--- config.mk ---
export PLATFORM = sky130hd
export DESIGN_NAME = serial_frame_receiver
export DESIGN_NICKNAME = d
export VERILOG_FILES = /design/src/rtl/serial_frame_receiver.sv
export SDC_FILE = /design/constraint.sdc
export NUM_CORES = 1
export LEC_CHECK = 0
export CAP_MARGIN = 10
export CORE_ASPECT_RATIO = 1.2
export CORE_MARGIN = 2
export CORE_UTILIZATION = 35
export CTS_CLUSTER_DIAMETER = 200
export DETAILED_ROUTE_END_ITERATION = 6
export GPL_ROUTABILITY_DRIVEN = 0
export GPL_TIMING_DRIVEN = 0
export PLACE_DENSITY = 0.66
export SKIP_CTS_REPAIR_TIMING = 1
export SLEW_MARGIN = 20
export SYNTH_ARGS = -nofsm -noshare
export SYNTH_HDL_FRONTEND = slang
export SYNTH_SLANG_ARGS = --single-unit
--- constraint.sdc ---
create_clock -name CONTROL_CLOCK -period 4.2 [get_ports CONTROL_CLOCK]
set_input_delay 0.84 -clock CONTROL_CLOCK [delete_from_list [all_inputs] [get_ports CONTROL_CLOCK]]
set_output_delay 0.84 -clock CONTROL_CLOCK [all_outputs]
set_load 0.005 [all_outputs]
--- src/rtl/serial_frame_receiver.sv ---
// serial_frame_receiver: framed serial-to-parallel receiver with parity,
// stop-bit checking and a valid/ready output register.
// Optional feature macro: SERIAL_RX_ERROR_COUNT_EN (adds ERROR_COUNT).
//
// Handshake: DATA_VALID rises when a frame loads and stays high, with data
// and flags stable, until a cycle where DATA_VALID & DATA_READY are both 1.
// DATA_VALID drops after that cycle unless another frame loads on the same edge.
module serial_frame_receiver #(
   parameter int DATA_WIDTH    = 8,
   parameter int PARITY_MODE   = 1,
   parameter int STOP_BITS     = 1,
   parameter int LSB_FIRST     = 1,
   parameter int ERR_CNT_WIDTH = 8
) (
   input  logic                  CONTROL_CLOCK,
   input  logic                  RESET,
   input  logic                  BIT_STROBE,
   input  logic                  DEBOUNCED_DATA,
   output logic [DATA_WIDTH-1:0] PARALLEL_DATA_OUTPUT,
   output logic                  DATA_VALID,
   input  logic                  DATA_READY,
   output logic                  PARITY_ERROR,
   output logic                  FRAME_ERROR,
   output logic                  OVERRUN,
   output logic                  BUSY
`ifdef SERIAL_RX_ERROR_COUNT_EN
   ,
   output logic [ERR_CNT_WIDTH-1:0] ERROR_COUNT
`endif
);

   localparam int CNT_W  = 5;
   localparam int STOP_W = 2;

   typedef enum logic [2:0] {
      ST_IDLE,
      ST_DATA,
      ST_PARITY,
      ST_STOP,
      ST_WAIT_IDLE
   } state_t;

   state_t                state_q;
   logic [CNT_W-1:0]      bit_cnt_q;
   logic [STOP_W-1:0]     stop_cnt_q;
   logic [DATA_WIDTH-1:0] shift_q;
   logic                  perr_q;
   logic                  stop_err_q;

   logic [DATA_WIDTH-1:0] out_data_q;
   logic                  out_valid_q;
   logic                  out_perr_q;
   logic                  out_ferr_q;
   logic                  overrun_q;

   logic [DATA_WIDTH-1:0] shift_d;
   logic                  perr_d;
   logic                  ferr_d;
   logic                  last_stop;
   logic                  frame_done;
   logic                  accept;

   // Next shift value, parity verdict and stop-bit verdict for the current sample.
   always_comb begin
      shift_d = shift_q;
      if (LSB_FIRST != 0) begin
         // New bit enters at the top; after DATA_WIDTH bits the first bit is bit 0.
         shift_d = DATA_WIDTH'({DEBOUNCED_DATA, shift_q} >> 1);
      end else begin
         // New bit enters at the bottom; the first bit ends up at the MSB.
         shift_d = DATA_WIDTH'({shift_q, DEBOUNCED_DATA});
      end
      perr_d = 1'b0;
      if (PARITY_MODE == 1) begin
         perr_d = ~(^shift_q ^ DEBOUNCED_DATA);
      end else if (PARITY_MODE == 2) begin
         perr_d = ^shift_q ^ DEBOUNCED_DATA;
      end
      ferr_d     = stop_err_q | ~DEBOUNCED_DATA;
      last_stop  = (stop_cnt_q == STOP_W'(STOP_BITS - 1));
      frame_done = BIT_STROBE && (state_q == ST_STOP) && last_stop;
      accept     = out_valid_q && DATA_READY;
   end

   // Frame FSM plus the output register and handshake.
   always_ff @(posedge CONTROL_CLOCK) begin
      if (RESET) begin
         state_q     <= ST_IDLE;
         bit_cnt_q   <= '0;
         stop_cnt_q  <= '0;
         shift_q     <= '0;
         perr_q      <= 1'b0;
         stop_err_q  <= 1'b0;
         out_data_q  <= '0;
         out_valid_q <= 1'b0;
         out_perr_q  <= 1'b0;
         out_ferr_q  <= 1'b0;
         overrun_q   <= 1'b0;
      end else begin
         if (BIT_STROBE) begin
            case (state_q)
               ST_IDLE: begin
                  if (!DEBOUNCED_DATA) begin
                     state_q    <= ST_DATA;
                     bit_cnt_q  <= '0;
                     stop_cnt_q <= '0;
                     perr_q     <= 1'b0;
                     stop_err_q <= 1'b0;
                  end
               end
               ST_DATA: begin
                  shift_q <= shift_d;
                  if (bit_cnt_q == CNT_W'(DATA_WIDTH - 1)) begin
                     state_q <= (PARITY_MODE != 0) ? ST_PARITY : ST_STOP;
                  end else begin
                     bit_cnt_q <= bit_cnt_q + CNT_W'(1);
                  end
               end
               ST_PARITY: begin
                  perr_q  <= perr_d;
                  state_q <= ST_STOP;
               end
               ST_STOP: begin
                  if (last_stop) begin
                     state_q <= ferr_d ? ST_WAIT_IDLE : ST_IDLE;
                  end else begin
                     stop_cnt_q <= stop_cnt_q + STOP_W'(1);
                     stop_err_q <= ferr_d;
                  end
               end
               ST_WAIT_IDLE: begin
                  // A line still low after a bad stop must not look like a start bit.
                  if (DEBOUNCED_DATA) begin
                     state_q <= ST_IDLE;
                  end
               end
               default: state_q <= ST_IDLE;
            endcase
         end

         if (frame_done) begin
            if (!out_valid_q || DATA_READY) begin
               out_data_q  <= shift_q;
               out_perr_q  <= perr_q;
               out_ferr_q  <= ferr_d;
               out_valid_q <= 1'b1;
               if (accept) begin
                  overrun_q <= 1'b0;
               end
            end else begin
               // Consumer still holds the previous frame: drop the new one.
               overrun_q <= 1'b1;
            end
         end else if (accept) begin
            out_valid_q <= 1'b0;
            overrun_q   <= 1'b0;
         end
      end
   end

`ifdef SERIAL_RX_ERROR_COUNT_EN
   logic [ERR_CNT_WIDTH-1:0] err_cnt_q;

   // Saturating count of completed frames carrying any error, dropped ones included.
   always_ff @(posedge CONTROL_CLOCK) begin
      if (RESET) begin
         err_cnt_q <= '0;
      end else if (frame_done && (perr_q || ferr_d) && (err_cnt_q != '1)) begin
         err_cnt_q <= err_cnt_q + ERR_CNT_WIDTH'(1);
      end
   end

   assign ERROR_COUNT = err_cnt_q;
`endif

   assign PARALLEL_DATA_OUTPUT = out_data_q;
   assign DATA_VALID           = out_valid_q;
   assign PARITY_ERROR         = out_perr_q;
   assign FRAME_ERROR          = out_ferr_q;
   assign OVERRUN              = overrun_q;
   assign BUSY                 = (state_q != ST_IDLE);

endmodule

==> flow_summary.ini <==
[clock_network]
worstSkewPairLatency_ps = 280
cts_sinks = 32
clk_path_buf_depth = 2
cts_tree = yes
path_clk_slew_ps = 70
htreeDepth = 2
cts_made_buffers = 5
cts_root_buf = clkbuf_8

[place]
hpwl_mm = 1.96
numPortBuffers = 16
dp_cells = 236
place_area_um2 = 1680

[pwr]
internal_power_mw = 0.437
p_switching_mw = 0.133
power.density_nw_per_um2 = 325
p_seq_share_pct = 54.1
p_comb_share_pct = 7.4
ir_worst_vdd_v = 0.000148
clkPwrFrac_pct = 38.5
p_leak_nw = 0.585
switching_share_pct = 23.4

[synthesis]
synth_cell_types = 37
synthAdderAreaFrac_pct = 1.73
yosys-mux-area-fraction_pct = 6.91
yosysTopAreaCell = dfxtp_1
syn_area_um2 = 1450
synth_most_common_cell = dfxtp_1
ys_ff_latch = 32
synth_edf_count = 0
netlist_instances = 166
yosysWarnings = 0
synthesis.nets = 173
yosys.area.top_type_share_pct = 44.2
synth_top_family_by_area = simple AND/OR/NAND/NOR gates
yosys.area_share.simple_pct = 24.4
synth_compound_area_share_pct = 13.4
synthArstFlopShare_pct = 0
ys_seq_area_share_pct = 44.2
ys.flop_type = dfxtp_1
synthXorXnorAreaFrac_pct = 4.92
ys_top_cells_by_count = 32 x dfxtp_1, 22 x a21oi_1, 19 x nand2_1, 15 x nor2_1, 10 x mux2i_1
syn_area_per_cell_um2 = 8.73
ys_top_cells_by_area = dfxtp_1 44%, a21oi_1 7.6%, mux2i_1 6.9%, nand2_1 4.9%, nor2_1 3.9%

[critical_path]
worstPathArrival_ps = 2730
max_stage_delay_ps = 620
r2r_slack_ps = 2410
cp.required_ps = 4410
path_class = primary input to register
critical_path.slowest_cell = clkdlybuf4s50_1
critPathMaxFanout = 10
crit_chain = clkdlybuf4s50_1 > or3b_4 > or2_1 > buf_6 > or3_1 > a21oi_1
cp-start-kind = primary input
r2r-start = state_q[1]
r2r_end = FRAME_ERROR
r2r_cells = 6
cp-end-kind = register

[detailed_routing]
routedWlPerCell_um = 11.1
drt_wl_total_mm = 2.69
drc = 0
via_per_inst = 4.90
ant_nets = 0
drtPass1Iterations = 4
vias = 1191
drtIter0Drc = 38

[floorplanning]
dieHeight_um = 74.5
initial_utilization_pct = 36.5
die_x_um = 62.7
coreArea_um2 = 3970
boundaryPins = 18
rows = 25
die-area_um2 = 4670

[timing]
slew-limit-headroom_pct = 56.2
whs_ps = 470
slew_viol_final = 0
rsz0062_at_grt = false
finalSetupViolCount = 0
finalSetupTns_ps = 0
finalCritPeriodShare_pct = 60.1
hold_viol = 0
skew_ps = 5.89
worst_pin_slew_ps = 650
post-route-min-period_ps = 2520
clock.fmax_mhz = 396

[layout]
final_util_pct = 44.2
fin_area_um2 = 1750
diodes = 0
area_delta_synth_final_pct = 21.1
drive_gt1_share_pct = 7.94
finalNonFillerCells = 243
nets = 196

[global_route]
grt_pass1_vias = 1079
grt-ovfl-total = 0
grt_pass1_wl_mm = 4.71
antenna_found_initial = 0
grt_max_degree = 11
grt_usage_pct = 12.9

[hold_path]
hold_depth = 2
holdPathEnd = stop_err_q
hold_path.class = register to register
min_from = stop_err_q

[run]
cap_violations = 0

[outcome]
status = finished clean
## power groups by stage
stage / sequential, mW / clock, mW / combinational, mW
detailed placement: 0.315 / 0 / 0.0425
floorplan: 0.314 / 0 / 0.0288
global placement: 0.315 / 0 / 0.0426
global route: 0.308 / 0.238 / 0.0477
finish: 0.308 / 0.220 / 0.0421
CTS: 0.308 / 0.223 / 0.0426
## registers in the layout, summed over array words and instances (netlist names), 2 cells and up
name and flops:
bit_cnt_q 5, stop_cnt_q 2, state_q 3, shift_q 8, PARALLEL_DATA_OUTPUT 8
## how the worst max path moves through the flow
stage,slack [ps],cells after the start,endpoint,start
floorplan,2120,5,bit_cnt_q[0],BIT_STROBE
global placement,1420,6,bit_cnt_q[0],BIT_STROBE
detailed placement,1390,6,bit_cnt_q[0],BIT_STROBE
CTS,1690,6,bit_cnt_q[0],BIT_STROBE
global route,1610,6,bit_cnt_q[0],BIT_STROBE
finish,1680,6,bit_cnt_q[0],BIT_STROBE
## logic make-up after synthesis
group                    Yosys count
AO/OA/AOI/OAI                     35
adder cells (fa/ha/maj)            2
XOR/XNOR                           5
multiplexers                      10
buffers and inverters             14
AND/OR/NAND/NOR                   68
flip-flops                        32
## final cells by class
class / instances / area, um2
fill: 403 / 2220
multi-input combinational: 120 / 743
sequential: 32 / 641
timing repair buffer: 16 / 160
clock buffer: 6 / 72.6
tap: 54 / 67.6
buffer: 7 / 38.8
inverter: 7 / 26.3
clock inverter: 1 / 5.00
## cells in the final DEF, fill, tap and decap left out, types with 2 or more instances in the layout
master           netlist  layout
clkbuf_1               4       5
nand2_1               19      19
nor3_1                 2       2
mux2i_1               10      10
dfxtp_1               32      32
clkdlybuf4s50_1        0      16
nor2_1                15      15
nor2b_1                2       2
a21oi_1               22      22
o21ai_0                7       7
ha_1                   2       2
xnor3_1                2       2
clkbuf_8               0       5
xnor2_1                3       3
nand3_1                6       6
inv_1                  7       7
nand2b_1               5       5
or3_1                  7       7
## stage by stage
step,setup WS [ps],power (mW)
floorplan,2120,0.343
global placement,1420,0.358
detailed placement,1390,0.357
CTS,1690,0.574
global route,1610,0.594
finish,1680,0.570
## routing by layer
metal | up-vias | global-route usage (%) | wire, um
met2 | 23 | 21.4 | 1280
met5 | - | 0 | 0
li1 | 615 | - | -
met1 | 549 | 15.9 | 1250
met3 | 4 | 4.08 | 123
met4 | 0 | 5.19 | 40
## worst max-delay path, delay by kind of cell
kind            cells  cell delay [ps]
compound gates      1              130
simple gates        3             1000
buf+inv             2              760
No activity file was read; power rests on OpenSTA's default activity.
